===== src/rtl/sseg_pkg.sv =====
`default_nettype none
// +----------------------------------------------------------------------------+
// | sseg_pkg: shared constants, segment patterns and helpers for the display.   |
// | Rev 1.0                                                                     |
// +----------------------------------------------------------------------------+
package sseg_pkg;

    localparam logic [31:0] DATA_OFS = 32'h0000_0000;
    localparam logic [31:0] CTRL_OFS = 32'h0000_0004;

    localparam int CTRL_EN     = 0;
    localparam int CTRL_LZB    = 1;
    localparam int CTRL_DP_LSB = 4;
    localparam int CTRL_DEC    = 8;
    localparam int CTRL_BUSY   = 15;

    // Active-low {G,F,E,D,C,B,A}
    localparam logic [6:0] SEG_0     = 7'h40;
    localparam logic [6:0] SEG_1     = 7'h79;
    localparam logic [6:0] SEG_2     = 7'h24;
    localparam logic [6:0] SEG_3     = 7'h30;
    localparam logic [6:0] SEG_4     = 7'h19;
    localparam logic [6:0] SEG_5     = 7'h12;
    localparam logic [6:0] SEG_6     = 7'h02;
    localparam logic [6:0] SEG_7     = 7'h78;
    localparam logic [6:0] SEG_8     = 7'h00;
    localparam logic [6:0] SEG_9     = 7'h10;
    localparam logic [6:0] SEG_A     = 7'h08;
    localparam logic [6:0] SEG_B     = 7'h03;
    localparam logic [6:0] SEG_C     = 7'h46;
    localparam logic [6:0] SEG_D     = 7'h21;
    localparam logic [6:0] SEG_E     = 7'h06;
    localparam logic [6:0] SEG_F     = 7'h0E;
    localparam logic [6:0] SEG_DASH  = 7'h3F;
    localparam logic [6:0] SEG_BLANK = 7'h7F;

    typedef enum logic {
        BCD_IDLE  = 1'b0,
        BCD_SHIFT = 1'b1
    } bcd_state_t;

    function automatic logic [6:0] digit_decode(input logic [3:0] d);
        logic [6:0] s;
        case (d)
            4'h0: s = SEG_0;
            4'h1: s = SEG_1;
            4'h2: s = SEG_2;
            4'h3: s = SEG_3;
            4'h4: s = SEG_4;
            4'h5: s = SEG_5;
            4'h6: s = SEG_6;
            4'h7: s = SEG_7;
            4'h8: s = SEG_8;
            4'h9: s = SEG_9;
            4'hA: s = SEG_A;
            4'hB: s = SEG_B;
            4'hC: s = SEG_C;
            4'hD: s = SEG_D;
            4'hE: s = SEG_E;
            default: s = SEG_F;
        endcase
        return s;
    endfunction

    // True when digit i sits above the most significant nonzero digit of v.
    function automatic logic leading_zero(input logic [15:0] v, input logic [1:0] i);
        logic z;
        case (i)
            2'd1:    z = (v[15:4] == 12'h000);
            2'd2:    z = (v[15:8] == 8'h00);
            2'd3:    z = (v[15:12] == 4'h0);
            default: z = 1'b0;
        endcase
        return z;
    endfunction

endpackage
`default_nettype wire


===== src/rtl/sseg_iobus_driver_bin2bcd.sv =====
`default_nettype none
// +----------------------------------------------------------------------------+
// | bin2bcd_seq: sequential double-dabble, one shift per clk, 16 shifts total.  |
// | Rev 1.0                                                                     |
// +----------------------------------------------------------------------------+
module bin2bcd_seq
    import sseg_pkg::*;
(
    input  logic        clk,
    input  logic        RST,
    input  logic        start,
    input  logic [15:0] bin,
    output logic        busy,
    output logic [15:0] bcd,
    output logic        ovf
);

    bcd_state_t  state, state_nxt;
    logic [3:0]  shift_cnt;
    logic [35:0] work;
    logic [35:0] work_nxt;

    // Five BCD digits so that values up to 65535 resolve; a nonzero fifth digit is overflow.
    function automatic logic [35:0] dabble(input logic [35:0] w);
        logic [35:0] t;
        t = w;
        for (int d = 0; d < 5; d++) begin
            if (t[16 + 4*d +: 4] >= 4'd5)
                t[16 + 4*d +: 4] = t[16 + 4*d +: 4] + 4'd3;
        end
        return {t[34:0], 1'b0};
    endfunction

    assign work_nxt = dabble(work);
    assign busy     = (state == BCD_SHIFT);

    always_ff @(posedge clk) begin
        if (RST) begin
            state     <= BCD_IDLE;
            shift_cnt <= 4'd0;
            work      <= 36'd0;
            bcd       <= 16'h0000;
            ovf       <= 1'b0;
        end else begin
            state <= state_nxt;
            if (start) begin
                work      <= {20'd0, bin};
                shift_cnt <= 4'd0;
            end else if (state == BCD_SHIFT) begin
                work      <= work_nxt;
                shift_cnt <= shift_cnt + 4'd1;
                if (shift_cnt == 4'd15) begin
                    bcd <= work_nxt[31:16];
                    ovf <= |work_nxt[35:32];
                end
            end
        end
    end

    always_comb begin
        state_nxt = state;
        case (state)
            BCD_IDLE:  if (start) state_nxt = BCD_SHIFT;
            BCD_SHIFT: if (!start && shift_cnt == 4'd15) state_nxt = BCD_IDLE;
            default:   state_nxt = BCD_IDLE;
        endcase
    end

endmodule
`default_nettype wire


===== src/rtl/sseg_iobus_driver.sv =====
`default_nettype none
// +----------------------------------------------------------------------------+
// | sseg_iobus_driver: IOBUS-mapped 4-digit 7-seg scanner; SSEG_BCD_EN adds DEC. |
// | Rev 1.0                                                                     |
// +----------------------------------------------------------------------------+
module sseg_iobus_driver
    import sseg_pkg::*;
#(
    parameter logic [31:0] BASE_ADDR   = 32'h1100_C010,
    parameter int          REFRESH_CNT = 50000
) (
    input  logic        clk,
    input  logic        RST,
    input  logic [31:0] iobus_addr,
    input  logic [31:0] iobus_out,
    input  logic        iobus_wr,
    output logic [31:0] rd_data,
    output logic [7:0]  segs,
    output logic [3:0]  an
);

    localparam int CNT_W = (REFRESH_CNT > 1) ? $clog2(REFRESH_CNT) : 1;
    localparam logic [CNT_W-1:0] CNT_LAST = CNT_W'(REFRESH_CNT - 1);

    logic        wr_data, wr_ctrl;
    logic [15:0] data;
    logic        en, lzb;
    logic [3:0]  dp;
    logic        dec, busy, ovf;
    logic [15:0] bcd;

    logic [CNT_W-1:0] cnt;
    logic [1:0]       idx, idx_next;
    logic             term;
    logic [15:0]      src;

    logic [3:0] slot_nib;
    logic       slot_blank, slot_dash, slot_dp;
    logic       unused;

    assign wr_data = iobus_wr && (iobus_addr == BASE_ADDR + DATA_OFS);
    assign wr_ctrl = iobus_wr && (iobus_addr == BASE_ADDR + CTRL_OFS);
    assign unused  = ^{iobus_out[31:9], iobus_out[8], iobus_out[3:2]};

    always_ff @(posedge clk) begin
        if (RST) begin
            data <= 16'h0000;
            en   <= 1'b0;
            lzb  <= 1'b0;
            dp   <= 4'h0;
        end else begin
            if (wr_data)
                data <= iobus_out[15:0];
            if (wr_ctrl) begin
                en  <= iobus_out[CTRL_EN];
                lzb <= iobus_out[CTRL_LZB];
                dp  <= iobus_out[CTRL_DP_LSB +: 4];
            end
        end
    end

`ifdef SSEG_BCD_EN
    logic        bcd_start;
    logic [15:0] bcd_bin;

    always_ff @(posedge clk) begin
        if (RST)
            dec <= 1'b0;
        else if (wr_ctrl)
            dec <= iobus_out[CTRL_DEC];
    end

    // A DATA write converts the incoming value, not the stale register contents.
    assign bcd_start = wr_data || (wr_ctrl && iobus_out[CTRL_DEC]);
    assign bcd_bin   = wr_data ? iobus_out[15:0] : data;

    bin2bcd_seq u_bin2bcd (
        .clk   (clk),
        .RST   (RST),
        .start (bcd_start),
        .bin   (bcd_bin),
        .busy  (busy),
        .bcd   (bcd),
        .ovf   (ovf)
    );
`else
    assign dec  = 1'b0;
    assign busy = 1'b0;
    assign bcd  = 16'h0000;
    assign ovf  = 1'b0;
`endif

    always_comb begin
        rd_data = 32'h0000_0000;
        if (iobus_addr == BASE_ADDR + DATA_OFS)
            rd_data = {16'h0000, data};
        else if (iobus_addr == BASE_ADDR + CTRL_OFS)
            rd_data = {16'h0000, busy, 6'b000000, dec, dp, 2'b00, lzb, en};
    end

    assign term     = (cnt == CNT_LAST);
    assign idx_next = idx + 2'd1;
    assign src      = dec ? bcd : data;

    // The digit content is captured when the slot is entered, so a write in
    // the same cycle as the terminal count shows up from the following slot.
    always_ff @(posedge clk) begin
        if (RST) begin
            cnt        <= '0;
            idx        <= 2'd0;
            slot_nib   <= 4'h0;
            slot_blank <= 1'b0;
            slot_dash  <= 1'b0;
            slot_dp    <= 1'b0;
        end else if (term) begin
            cnt        <= '0;
            idx        <= idx_next;
            slot_nib   <= src[{idx_next, 2'b00} +: 4];
            slot_dash  <= dec && ovf;
            slot_blank <= lzb && !(dec && ovf) && leading_zero(src, idx_next);
            slot_dp    <= dp[idx_next];
        end else begin
            cnt <= cnt + CNT_W'(1);
        end
    end

    always_ff @(posedge clk) begin
        if (RST) begin
            an   <= 4'hF;
            segs <= 8'hFF;
        end else if (!en || slot_blank) begin
            an   <= 4'hF;
            segs <= {1'b1, SEG_BLANK};
        end else begin
            an   <= ~(4'b0001 << idx);
            segs <= {~slot_dp, slot_dash ? SEG_DASH : digit_decode(slot_nib)};
        end
    end

endmodule
`default_nettype wire

===== config.mk =====
export PLATFORM = sky130hd
export DESIGN_NAME = sseg_iobus_driver
export DESIGN_NICKNAME = d
export VERILOG_FILES = /design/src/rtl/sseg_pkg.sv /design/src/rtl/sseg_iobus_driver_bin2bcd.sv /design/src/rtl/sseg_iobus_driver.sv
export SDC_FILE = /design/constraint.sdc
export NUM_CORES = 1
export LEC_CHECK = 0
export CORE_UTILIZATION = 40
export CTS_CLUSTER_DIAMETER = 100
export DETAILED_ROUTE_END_ITERATION = 16
export PLACE_DENSITY_LB_ADDON = 0.05
export SYNTH_ARGS = -nofsm -noshare
export SYNTH_HDL_FRONTEND = slang
export SYNTH_SLANG_ARGS = --single-unit

===== constraint.sdc =====
create_clock -name clk -period 2.2 [get_ports clk]
set_input_delay 0.44 -clock clk [delete_from_list [all_inputs] [get_ports clk]]
set_output_delay 0.44 -clock clk [all_outputs]
set_load 0.03 [all_outputs]

==> run_results.csv <==
group,metric,value,unit
setup_path,crit_path_start_kind,"input pin",
die,fp.dieArea,0.00813,mm²
synth,syn_avg_cell_area,9.56,µm²
sta,finalCritPeriodShare,99.5,%
placed_design,place_ws,-326,ps
setup_path,path_max_fanout,6,
sta,grt_setup_unrepaired,"true",
cells_and_area,nFillCells,666,
cells_and_area,fin_util,59.4,%
clock_network,cts_tree,"built",
sta,fin_crit,2190,ps
drt,routed.top_layer,"met4",
setup_path,crit_chain,"buf_2 > nor4b_4 > nand4_1 > buf_4 > or2_4 > nor2_4 > buf_6",
synth,synth_edf_count,0,
drt,drtAntennaViolNets,0,
setup_path,cp.arrival,1750,ps
die,rows,31,
placed_design,port_buffers,78,
pwr,power_density,551,mW/mm²
placed_design,finalWeightedCongestion,0.754,
sta,fmax,457,MHz
sta,setup_ws,10.6,ps
global_routing,antenna_found_initial,0,
drt,wl_met2,3340,µm
setup_path,crit_path_end_kind,"output port",
pwr,vdd_drop_max,0.497,mV
setup_path,critPathKind,"in -> out",
clock_network,cts_inserted_buffers,9,
drt,vias,2520,
clock_network,root_buffer,"clkbuf_8",
cells_and_area,num_antenna_cells,0,
clock_network,cts_buffer_depth,2,
drt,drt-met1-wl,3150,µm
clock_network,clock_latency,330,ps
setup_path,cpMaxStageDelayCell,"or2_4",
synth,seq_area_frac_synth,37.4,%
global_routing,grt_usage,18.0,%
pwr,p_leak,1.66,nW
die,dieHeight,90.1,µm
status,run_status,"completed",
global_routing,grt_overflow,0,
clock_network,numClockSinks,58,
sta,skew,8.43,ps
drt,avgViaCountPerCell,4.89,
clock_network,htree_levels,3,
cells_and_area,multi_input_area,0.00193,mm²
cells_and_area,fin_nets,491,
setup_path,cp.required,1760,ps
drt,wl_per_cell,13.5,µm
cells_and_area,drive_gt1_share,25.2,%
synth,yosysTopAreaCellShare,37.4,%
sta,finalHoldViolCount,0,
drt,firstDrtPassIters,4,
cells_and_area,area_growth,40.8,%
synth,ys_warn_count,0,
drt,totalWireLength,6970,µm
job,cap_violations,0,
drt,wl_met3,436,µm
hold_path,min-delay-path-class,"reg -> reg",
die,die_x,90.1,µm
synth,synthArstFlopShare,0,%
die,pin_count,111,
die,core_area,0.00737,mm²
die,initial_core_util,42.2,%
synth,synth.distinct_cells,43,
synth,syn-cell-area,0.00311,mm²
synth,synthCells,325,
drt,drc_errors,0,
setup_path,max_stage_delay,300,ps
global_routing,grt_max_degree,31,
synth,ys_seq_elements,58,
cells_and_area,regArea,0.00116,mm²
sta,slew_violations,0,
clock_network,path_clk_slew,60,ps
placed_design,dp_hpwl,5030,µm
global_routing,grt_pass1_vias,2483,
drt,drt_iter0_markers,60,
pwr,total_power,2.41,mW
synth,yosys.area.top_type,"dfxtp_1",
sta,whs,391,ps
sta,setup_viol,0,
cells_and_area,layout_commonest_cell,"dfxtp_1",
synth,synthFlopType,"dfxtp_1",
global_routing,grt_pass1_wl,11700,µm
cells_and_area,mostFrequentLayoutCells,"dfxtp_1, nand2b_1, mux2i_1",
synth,synth_area_leaders,"dfxtp_1, mux2i_1, nand2b_1",
area by class of cell:
type / count / share of cell area [%]
clock buffers: 10 / 2.92
clock inverters: 6 / 2.40
inverters: 8 / 0.686
multi-input cells: 241 / 44.2
flip-flops and latches: 58 / 26.5
well taps: 99 / 2.83
repair buffers: 93 / 20.4
logic make-up (layout without fill, tap and decap cells):
family	count (synthesis)	in the layout	share of synthesized area, %
simple gates	140	140	27.4
flops	58	58	37.4
buf+inv	41	117	7.33
mux	40	40	14.9
compound gates	19	19	3.95
fa+ha+maj	13	13	5.23
xor+xnor	13	13	3.66
other cells	1	16	0.121
path summary, 6_finish.rpt:
check            startpoint          end  slack, ps  cells past startpoint
max          iobus_addr[25]   rd_data[0]         10                      7
min                 slot_dp      segs[7]        390                      1
max reg2reg          idx[1]  slot_nib[0]        340                      5
min reg2reg         slot_dp      segs[7]        390                      1
cells in the mapped netlist (2+ instances only):
master    instances
nor2_1           30
nor4_4            2
or3_1             2
mux4_2            5
mux2i_1          34
dfxtp_1          58
nand2_1          13
o311ai_0          4
o21ai_0           6
xor2_1            9
nor2b_1           4
xnor2_1           4
o211ai_1          2
and2_1           11
a21oi_1           4
nor4_1            5
buf_4            17
inv_1             8
buf_2             2
or2_2             2
nand2b_1         40
and4_1            5
ha_1             13
clkbuf_1         13
nand4_1           5
a21o_1            2
nand3_1           7
nor4b_1           3
critical path, delay by kind of cell:
| family | cells | cell delay [ps] |
|---|---|---|
| buf+inv | 3 | 430 |
| simple gates | 4 | 870 |
timing repair:
item | in CTS | in global routing
hold endpoints to repair | 0 | 0
setup buffers | 1 | 1
pin swaps | 18 | 9
setup endpoints to repair | 16 | 16
gates resized for setup | 125 | 26
hold buffers | 0 | 0
cloned | 1 | 0
stage by stage:
step                      setup TNS, ps  instances  cell area (µm²)
after detailed placement          -5630        496             3950
after CTS                          -187        514             4330
after global routing               -397        515             4380
after global placement            -5420        496             3950
after floorplan                    -512        340             3160
final                                 0        515             4380
registers in the layout (all words and copies together), names as in the netlist:
name / cells
slot_blank: 1
cnt: 16
slot_nib: 4
idx: 2
lzb: 1
data: 16
slot_dp: 1
segs: 8
an: 4
dp: 4
en: 1
routing by layer:
metal  GRT usage (%)  vias to the layer above
met5               0                        -
met4            4.44                        0
met3            6.51                        2
met2            30.9                       79
met1            21.2                     1185
li1                -                     1254
power by group:
group          switching (mW)  internal, mW  leakage, nW
sequential            0.00424          1.05        0.468
clock                   0.412         0.747        0.120
combinational          0.0944        0.0989         1.07
total                   0.510          1.90         1.66
Power figures use the tool's default switching activity.
